**config.mk**
```make
export PLATFORM = sky130hd
export DESIGN_NAME = translate_control
export DESIGN_NICKNAME = d
export VERILOG_FILES = /design/src/rtl/translate_control_pkg.sv /design/src/rtl/translate_control_alu_op_decode.sv /design/src/rtl/translate_control.sv
export SDC_FILE = /design/constraint.sdc
export NUM_CORES = 1
export LEC_CHECK = 0
export ABC_AREA = 1
export CAP_MARGIN = 20
export CELL_PAD_IN_SITES_DETAIL_PLACEMENT = 1
export CELL_PAD_IN_SITES_GLOBAL_PLACEMENT = 1
export CORE_MARGIN = 1.5
export CORE_UTILIZATION = 23
export CTS_CLUSTER_DIAMETER = 200
export DETAILED_ROUTE_END_ITERATION = 10
export PLACE_DENSITY_LB_ADDON = 0.1
export SLEW_MARGIN = 30
export SYNTH_ARGS = -nofsm -noshare
export SYNTH_HDL_FRONTEND = slang
export SYNTH_SLANG_ARGS = --single-unit
```
**constraint.sdc**
```tcl
create_clock -name clk -period 3.4 [get_ports clk]
set_clock_uncertainty 0.15 [all_clocks]
set_input_delay 0.68 -clock clk [delete_from_list [all_inputs] [get_ports clk]]
set_output_delay 0.68 -clock clk [all_outputs]
set_load 0.01 [all_outputs]
```
**src/rtl/translate_control_pkg.sv**
```systemverilog
// Shared encodings for the MIPS-subset decoder: opcode/func constants and
// control-field encodings used by translate_control and its sub-module.
package translate_control_pkg;

    localparam logic [5:0] OP_RTYPE = 6'b000000;
    localparam logic [5:0] OP_J     = 6'b000010;
    localparam logic [5:0] OP_JAL   = 6'b000011;
    localparam logic [5:0] OP_BEQ   = 6'b000100;
    localparam logic [5:0] OP_BNE   = 6'b000101;
    localparam logic [5:0] OP_ADDI  = 6'b001000;
    localparam logic [5:0] OP_ADDIU = 6'b001001;
    localparam logic [5:0] OP_SLTI  = 6'b001010;
    localparam logic [5:0] OP_ANDI  = 6'b001100;
    localparam logic [5:0] OP_ORI   = 6'b001101;
    localparam logic [5:0] OP_XORI  = 6'b001110;
    localparam logic [5:0] OP_LUI   = 6'b001111;
    localparam logic [5:0] OP_LW    = 6'b100011;
    localparam logic [5:0] OP_SW    = 6'b101011;

    localparam logic [5:0] FN_JR    = 6'b001000;
    localparam logic [5:0] FN_ADD   = 6'b100000;
    localparam logic [5:0] FN_ADDU  = 6'b100001;
    localparam logic [5:0] FN_SUB   = 6'b100010;
    localparam logic [5:0] FN_SUBU  = 6'b100011;
    localparam logic [5:0] FN_AND   = 6'b100100;
    localparam logic [5:0] FN_OR    = 6'b100101;
    localparam logic [5:0] FN_XOR   = 6'b100110;
    localparam logic [5:0] FN_NOR   = 6'b100111;
    localparam logic [5:0] FN_SLT   = 6'b101010;

    typedef enum logic [2:0] {
        AOP_ADD = 3'b000,
        AOP_SUB = 3'b001,
        AOP_AND = 3'b010,
        AOP_OR  = 3'b011,
        AOP_XOR = 3'b100,
        AOP_NOR = 3'b101,
        AOP_SLT = 3'b110
    } aop_t;

    typedef enum logic [1:0] {
        WRS_RD = 2'b00,
        WRS_RT = 2'b01,
        WRS_RA = 2'b10
    } wrs_t;

    typedef enum logic [1:0] {
        WRDS_ALU = 2'b00,
        WRDS_MEM = 2'b01,
        WRDS_PC4 = 2'b10,
        WRDS_LUI = 2'b11
    } wrds_t;

    typedef enum logic [1:0] {
        PCS_SEQ = 2'b00,
        PCS_BR  = 2'b01,
        PCS_JMP = 2'b10,
        PCS_JR  = 2'b11
    } pcs_t;

endpackage

```
**src/rtl/translate_control_alu_op_decode.sv**
```systemverilog
// R-type function-field decoder: ALU operation plus a bit saying whether the
// func value is one of the supported ALU instructions (jr is handled above).
module alu_op_decode
    import translate_control_pkg::*;
(
    input  logic [5:0] func,
    output aop_t       aop,
    output logic       valid
);

    // NOTE: every output gets a default before the case so no path leaves it
    // unassigned; that is what keeps combinational logic free of latches.
    always_comb begin
        aop   = AOP_ADD;
        valid = 1'b1;
        case (func)
            FN_ADD, FN_ADDU: aop = AOP_ADD;
            FN_SUB, FN_SUBU: aop = AOP_SUB;
            FN_AND:          aop = AOP_AND;
            FN_OR:           aop = AOP_OR;
            FN_XOR:          aop = AOP_XOR;
            FN_NOR:          aop = AOP_NOR;
            FN_SLT:          aop = AOP_SLT;
            default:         valid = 1'b0;
        endcase
    end

endmodule

```
**src/rtl/translate_control.sv**
```systemverilog
// Single-cycle MIPS-subset control unit: combinational decode of opa/func/zf
// into datapath controls, plus a sticky illegal-instruction flag.
module translate_control
    import translate_control_pkg::*;
(
    input  logic       clk,
    input  logic       rst,
    input  logic [5:0] opa,
    input  logic [5:0] func,
    input  logic       zf,
    output logic [1:0] wrs,
    output logic       imms,
    output logic       rims,
    output logic [1:0] wrds,
    output logic [2:0] aop,
    output logic       wea,
    output logic       mwa,
    output logic [1:0] pcs,
    output logic       ill
);

    aop_t  r_aop;
    logic  r_valid;
    wrs_t  wrs_d;
    wrds_t wrds_d;
    aop_t  aop_d;
    pcs_t  pcs_d;
    logic  imms_d, rims_d, wea_d, mwa_d, illegal;

    alu_op_decode u_alu_op_decode (
        .func  (func),
        .aop   (r_aop),
        .valid (r_valid)
    );

    always_comb begin
        wrs_d   = WRS_RD;
        imms_d  = 1'b0;
        rims_d  = 1'b0;
        wrds_d  = WRDS_ALU;
        aop_d   = AOP_ADD;
        wea_d   = 1'b0;
        mwa_d   = 1'b0;
        pcs_d   = PCS_SEQ;
        illegal = 1'b0;
        case (opa)
            OP_RTYPE: begin
                if (func == FN_JR) begin
                    pcs_d = PCS_JR;
                end else if (r_valid) begin
                    aop_d = r_aop;
                    wea_d = 1'b1;
                end else begin
                    illegal = 1'b1;
                end
            end
            OP_ADDI, OP_ADDIU, OP_SLTI, OP_ANDI, OP_ORI, OP_XORI, OP_LUI, OP_LW: begin
                wrs_d  = WRS_RT;
                rims_d = 1'b1;
                wea_d  = 1'b1;
                case (opa)
                    OP_ADDI, OP_ADDIU: imms_d = 1'b1;
                    OP_SLTI: begin
                        imms_d = 1'b1;
                        aop_d  = AOP_SLT;
                    end
                    OP_ANDI: aop_d = AOP_AND;
                    OP_ORI:  aop_d = AOP_OR;
                    OP_XORI: aop_d = AOP_XOR;
                    OP_LUI:  wrds_d = WRDS_LUI;
                    OP_LW: begin
                        imms_d = 1'b1;
                        wrds_d = WRDS_MEM;
                    end
                    default: ;
                endcase
            end
            OP_SW: begin
                imms_d = 1'b1;
                rims_d = 1'b1;
                mwa_d  = 1'b1;
            end
            // Branches compare via subtract; zf of that result picks the target.
            OP_BEQ, OP_BNE: begin
                imms_d = 1'b1;
                aop_d  = AOP_SUB;
                if (zf == (opa == OP_BEQ))
                    pcs_d = PCS_BR;
            end
            OP_J: pcs_d = PCS_JMP;
            OP_JAL: begin
                pcs_d  = PCS_JMP;
                wrs_d  = WRS_RA;
                wrds_d = WRDS_PC4;
                wea_d  = 1'b1;
            end
            default: illegal = 1'b1;
        endcase
    end

    // Reset only blocks architectural side effects; other fields keep decoding.
    assign wrs  = wrs_d;
    assign imms = imms_d;
    assign rims = rims_d;
    assign wrds = wrds_d;
    assign aop  = aop_d;
    assign wea  = wea_d & ~rst;
    assign mwa  = mwa_d & ~rst;
    assign pcs  = rst ? PCS_SEQ : pcs_d;

    // NOTE: sequential state uses non-blocking assignment so every flop
    // samples pre-edge values regardless of block evaluation order.
    always_ff @(posedge clk or posedge rst) begin
        if (rst)
            ill <= 1'b0;
        else if (illegal)
            ill <= 1'b1;
    end

endmodule

```
# After elaboration in Yosys (flattened, before gate mapping)

Index checks and enable logic that the tools add are counted.

Eq/ne operators: 24
Mux-type cells: 23
Bitwise gates (word level): 3
Reduce and logical (&&, ||, !) cells: 11

Operators by type and width:

| operator                                                               | number |
|---|---|
| 6-bit equality test (second input constant)                            | 11 |
| 6-bit by 4-bit equality test with 1-bit output (second input constant) | 8 |
| 9-bit OR reduction                                                     | 3 |
| 3-bit one-hot mux with 6 select lines                                  | 1 |
| 13-bit OR reduction                                                    | 1 |
| 6-bit by 2-bit equality test with 1-bit output (second input constant) | 2 |
| 6-bit by 3-bit equality test with 1-bit output (second input constant) | 2 |
| 2-bit one-hot mux with 2 select lines                                  | 3 |
| 3-bit one-hot mux with 4 select lines                                  | 1 |
| 1-bit 2-to-1 mux                                                       | 9 |
| 3-bit one-hot mux with 3 select lines                                  | 1 |
| 8-bit OR reduction                                                     | 1 |
| 6-bit zero test                                                        | 1 |
| 3-bit 2-to-1 mux                                                       | 2 |
| 1-bit one-hot mux with 2 select lines                                  | 3 |
| 2-bit one-hot mux with 3 select lines                                  | 1 |
| 2-bit OR reduction                                                     | 3 |
| 2-bit 2-to-1 mux                                                       | 2 |
| 4-bit OR reduction                                                     | 1 |
| 3-bit OR reduction                                                     | 1 |
| 1-bit AND                                                              | 2 |
| 1-bit equality test                                                    | 1 |
| 1-bit inverter                                                         | 1 |

Flip-flop bits (word level): 1
Logic and storage cells: 62
Output and inout port bits: 14

# Logic depth before layout (Yosys ltp)

Depth after elaboration: 7
Depth in mapped cells: 7
Gate-level depth less buffers: 7

# Modules after synthesis

A second synthesis with hierarchy kept.

Cells, all modules: 92
Area, all modules: 466.7 µm²

Modules (own cells, without submodules):

| module            | area each (µm²) | cells each | sequential area each (µm²) | times used |
|---|---|---|---|---|
| translate_control | 371.6           | 73         | 25.0                       | 1 |
| alu_op_decode     | 95.1            | 19         | 0.0                        | 1 |

# Worst setup path after synthesis

No wires, ideal clock.

Path kind: input-to-output
Start: input func[5]
End: output wea
Data arrival time: 1.365 ns
Buffers on the path: 0
Cell stages on the path: 6
Path slack: 1.205 ns
Cells stage by stage: inv_1 -> nor2_4 -> nand3_1 -> a21oi_1 -> nor2_1 -> nor2_1

Longest elaborated chain between the ends: 7
Elaborated cells on any way between the ends: 16
Those cells by class: eq/ne: 10; mux: 4; bitwise: 1; reduce/logical: 1

Ends and longest elaborated chain:

| what                                    | RTL line                              | source |
|---|---|---|
| start, declared                         | translate_control.sv:9                | `input logic [5:0] func,` |
| 6-bit equality test                     | translate_control_alu_op_decode.sv:16 | `case (func)` |
| 9-bit OR reduction (no line)            | -                                     |  |
| 1-bit 2-to-1 mux                        | translate_control_alu_op_decode.sv:16 |  |
| 1-bit 2-to-1 mux                        | translate_control.sv:50               | `end else if (r_valid) begin` |
| 1-bit 2-to-1 mux *                      | translate_control.sv:48               | `if (func == FN_JR) begin` |
| 1-bit one-hot mux with 2 select lines * | translate_control.sv:46               | `case (opa)` |
| 1-bit AND *                             | translate_control.sv:107              | `assign wea = wea_d & ~rst;` |
| end, declared                           | translate_control.sv:16               | `output logic wea,` |

Mark *: on every way between the ends. The rest lies on a longest branch, timed or not.

# Worst setup path in the final report

Start: input func[1]
End: output wea

Same word-level chain as after synthesis.

==> key figures <==
Outcome
  • Run status: completed

CTS
  • Clock latency at the later pin of the worst-skew pair: 0 ps
  • Clock-pin slew on the worst setup and hold paths: 0 ps
  • Count of hold buffers inserted by post-cts repair: 0

STA
  • Setup repair after global routing missed its margin: false
  • Share of the clock period used by the worst path: 96.33%
  • Max Fclk: 0.3053 GHz
  • Worst-case headroom to the max-slew limit: 78.53%
  • Post-Route Setup TNS: 0 ps
  • Final hold violation count: 0
  • Min Tclk post-route: 3275 ps
  • Transition at the pin with the smallest max-transition slack: 320.8 ps
  • Number of pins exceeding their max-slew limit in the final report: 0
  • Final setup viols: 0

Yosys
  • Portion of synthesized cell area occupied by the leading cell type: 18.68%
  • Main area contributors after synthesis: sky130_fd_sc_hd__nand3_1, sky130_fd_sc_hd__nor2_1, sky130_fd_sc_hd__nand2_1
  • Net Count, Synth: 104
  • Number of synthesized register bits: 1
  • Total of warnings raised by yosys: 0
  • Mean instance size in the synthesized netlist: 5.117 um^2
  • Number of unique standard cell types used by synthesis: 16
  • Syn Inst Count: 89
  • Register area share after synthesis: 5.495%
  • Yosys top cell by area: sky130_fd_sc_hd__nand3_1
  • Cell area after synthesis: 455.4 um^2

Route
  • Routed vias: 656
  • Violation count after the first detailed-route iteration: 5
  • Number of remaining DRC errors: 0
  • DRT antenna net count: 0
  • Overall routed net length: 1484 um
  • First-pass DRT Iterations: 4
  • Detail-routed via count per cell: 4.620
  • WL/cell: 10.45 um

Floorplan
  • Area of the core: 1802 um^2
  • Count of boundary I/O pins: 29
  • Effective utilization at floorplan: 25.28%
  • Vert. Die Dim: 47.50 um
  • DIE WIDTH: 47.50 um
  • Number of cell rows: 15
  • Area enclosed by the die boundary: 2256 um^2

Final layout
  • Max reg flops: 1
  • Share of layout cells above drive strength 1: 12.82%
  • Area grow syn2layout: 69.51%
  • Register bank with the most flops: ill
  • Final cell count without fillers: 142
  • Largest registers: ill (1)
  • Final #Nets: 134
  • Count of antenna diodes in the layout: 0
  • Fillcell total: 270

Critical path
  • Category of the worst setup path capture point: primary output
  • Required time reported for the critical path endpoint: 2570 ps
  • Critical setup path kind: in2out
  • Critical Path Fanout Max: 4
  • Worst EP arrival: 2450 ps
  • Startpoint type of the worst setup path: primary input

Placement
  • Count of buffers inserted at the top-level ports: 28
  • HPWL reported at the end of detailed placement: 1332 um
  • Placed cell count: 142
  • Routability Congestion: 0.7421

Global routing
  • Pin count of the biggest net entering global routing: 11
  • All-Layer GR Usage: 14.41%
  • Vias in the first global route: 620
  • Wire length of the first global-routing pass: 2504 um
  • Total global routing overflow: 0
  • Number of antenna violations at the first check in global routing: 0

Power
  • Peak ir drop on the vdd network: 49.34 uV
  • Cell Pwr Density: 96.47 nW/um^2
  • Pleak: 0.3800 nW

Worst hold path
  • Type of the tightest min-delay check: reg2reg

Job
  • Number of violations of the max-capacitance limit: 0
==> metal layers <==
metal  share of wire, %  wire length, um  vias to the layer above  GRT usage (%)
met5                  0                0                        -              0
met4                  0                0                        0              0
met3                3.4               51                        0              0
met2                 47              703                       17          27.03
met1                 49              729                      286          19.56
li1                   -                -                      353              -
==> critical path, stage by stage <==
cell and delay (ps):
sky130_fd_sc_hd__clkdlybuf4s50_1 540, sky130_fd_sc_hd__inv_2 60, sky130_fd_sc_hd__nor2_2 130, sky130_fd_sc_hd__nand3_1 170
sky130_fd_sc_hd__a21oi_1 180, sky130_fd_sc_hd__nor2_1 70, sky130_fd_sc_hd__nor2_1 80, sky130_fd_sc_hd__clkdlybuf4s50_1 540
==> layout make-up <==
| class | count | area [um^2] | share of cell area (%) |
|---|---|---|---|
| Inverter | 15 | 57.56 | 7.455 |
| Sequential cell | 1 | 25.02 | 3.241 |
| Multi-Input combinational cell | 73 | 377.9 | 48.95 |
| Tap cell | 25 | 31.28 | 4.052 |
| Timing Repair Buffer | 28 | 280.3 | 36.30 |
==> Yosys cell counts, drive strengths merged <==
cell type / count
nand4: 7
nor2: 25
a21oi: 2
xnor2: 1
o21ai: 1
inv: 14
dfrtp: 1
o2111ai: 1
nand3: 20
nand2: 16
clkinv: 1
==> final timing paths <==
check                        start  cells past startpoint  end  slack, ps
max in group asynchronous      rst                      2  ill       2200
hold / removal                 ill                      2  ill        310
min in group asynchronous      rst                      2  ill        800
setup reg to reg               ill                      2  ill       2620
hold reg to reg                ill                      2  ill        310
setup / recovery           func[1]                      8  wea        120
==> what timing repair did <==
| item | 4_1_cts | 5_1_grt |
|---|---|---|
| gates resized for setup | 0 | 1 |
| setup buffers | 0 | 0 |
| endpoints found under the hold margin | 0 | 0 |
| endpoints found under the setup margin | 0 | 2 |
==> report_power, final <==
| part | switching (W) | leakage, nW | internal (W) |
|---|---|---|---|
| clock network | 0 | 0 | 0 |
| logic | 0.0000319 | 0.371 | 0.0000305 |
| registers | 0 | 0.00875 | 0.0000121 |
| total | 0.0000319 | 0.380 | 0.0000426 |
==> through the flow <==
| step | instance area [um^2] | setup WS (ps) | hold slack [ps] | total power [W] | util [%] |
|---|---|---|---|---|---|
| global route | 772.0 | 19.03 | 349.8 | 0.00008123 | 42.85 |
| finish | 772.0 | 124.9 | 310.7 | 0.00007447 | 42.85 |
| global placement | 767.0 | 146.9 | 308.4 | 0.00007328 | 42.57 |
| CTS | 767.0 | 123.8 | 318.7 | 0.00007456 | 42.57 |
| detailed placement | 767.0 | 124.5 | 322.8 | 0.00007434 | 42.57 |
| floorplan | 455.4 | 1205 | 258.7 | 0.00003851 | - |
==> cell families after synthesis <==
family | share of synthesized area, %
buffers and inverters | 12.64
AO/OA/AOI/OAI | 5.219
XOR/XNOR | 1.923
flip-flops | 5.494
AND/OR/NAND/NOR | 74.72
==> placed cells by master, fill, tap and decap left out <==
master	count
sky130_fd_sc_hd__a21oi_1	2
sky130_fd_sc_hd__clkdlybuf4s50_1	28
sky130_fd_sc_hd__clkinv_2	1
sky130_fd_sc_hd__dfrtp_1	1
sky130_fd_sc_hd__inv_1	10
sky130_fd_sc_hd__inv_2	4
sky130_fd_sc_hd__nand2_1	15
sky130_fd_sc_hd__nand2_2	1
sky130_fd_sc_hd__nand3_1	17
sky130_fd_sc_hd__nand3_2	3
sky130_fd_sc_hd__nand4_1	7
sky130_fd_sc_hd__nor2_1	19
sky130_fd_sc_hd__nor2_2	3
sky130_fd_sc_hd__nor2_4	3
sky130_fd_sc_hd__o2111ai_1	1
sky130_fd_sc_hd__o21ai_1	1
sky130_fd_sc_hd__xnor2_1	1
(Power assumes the default switching activity.)
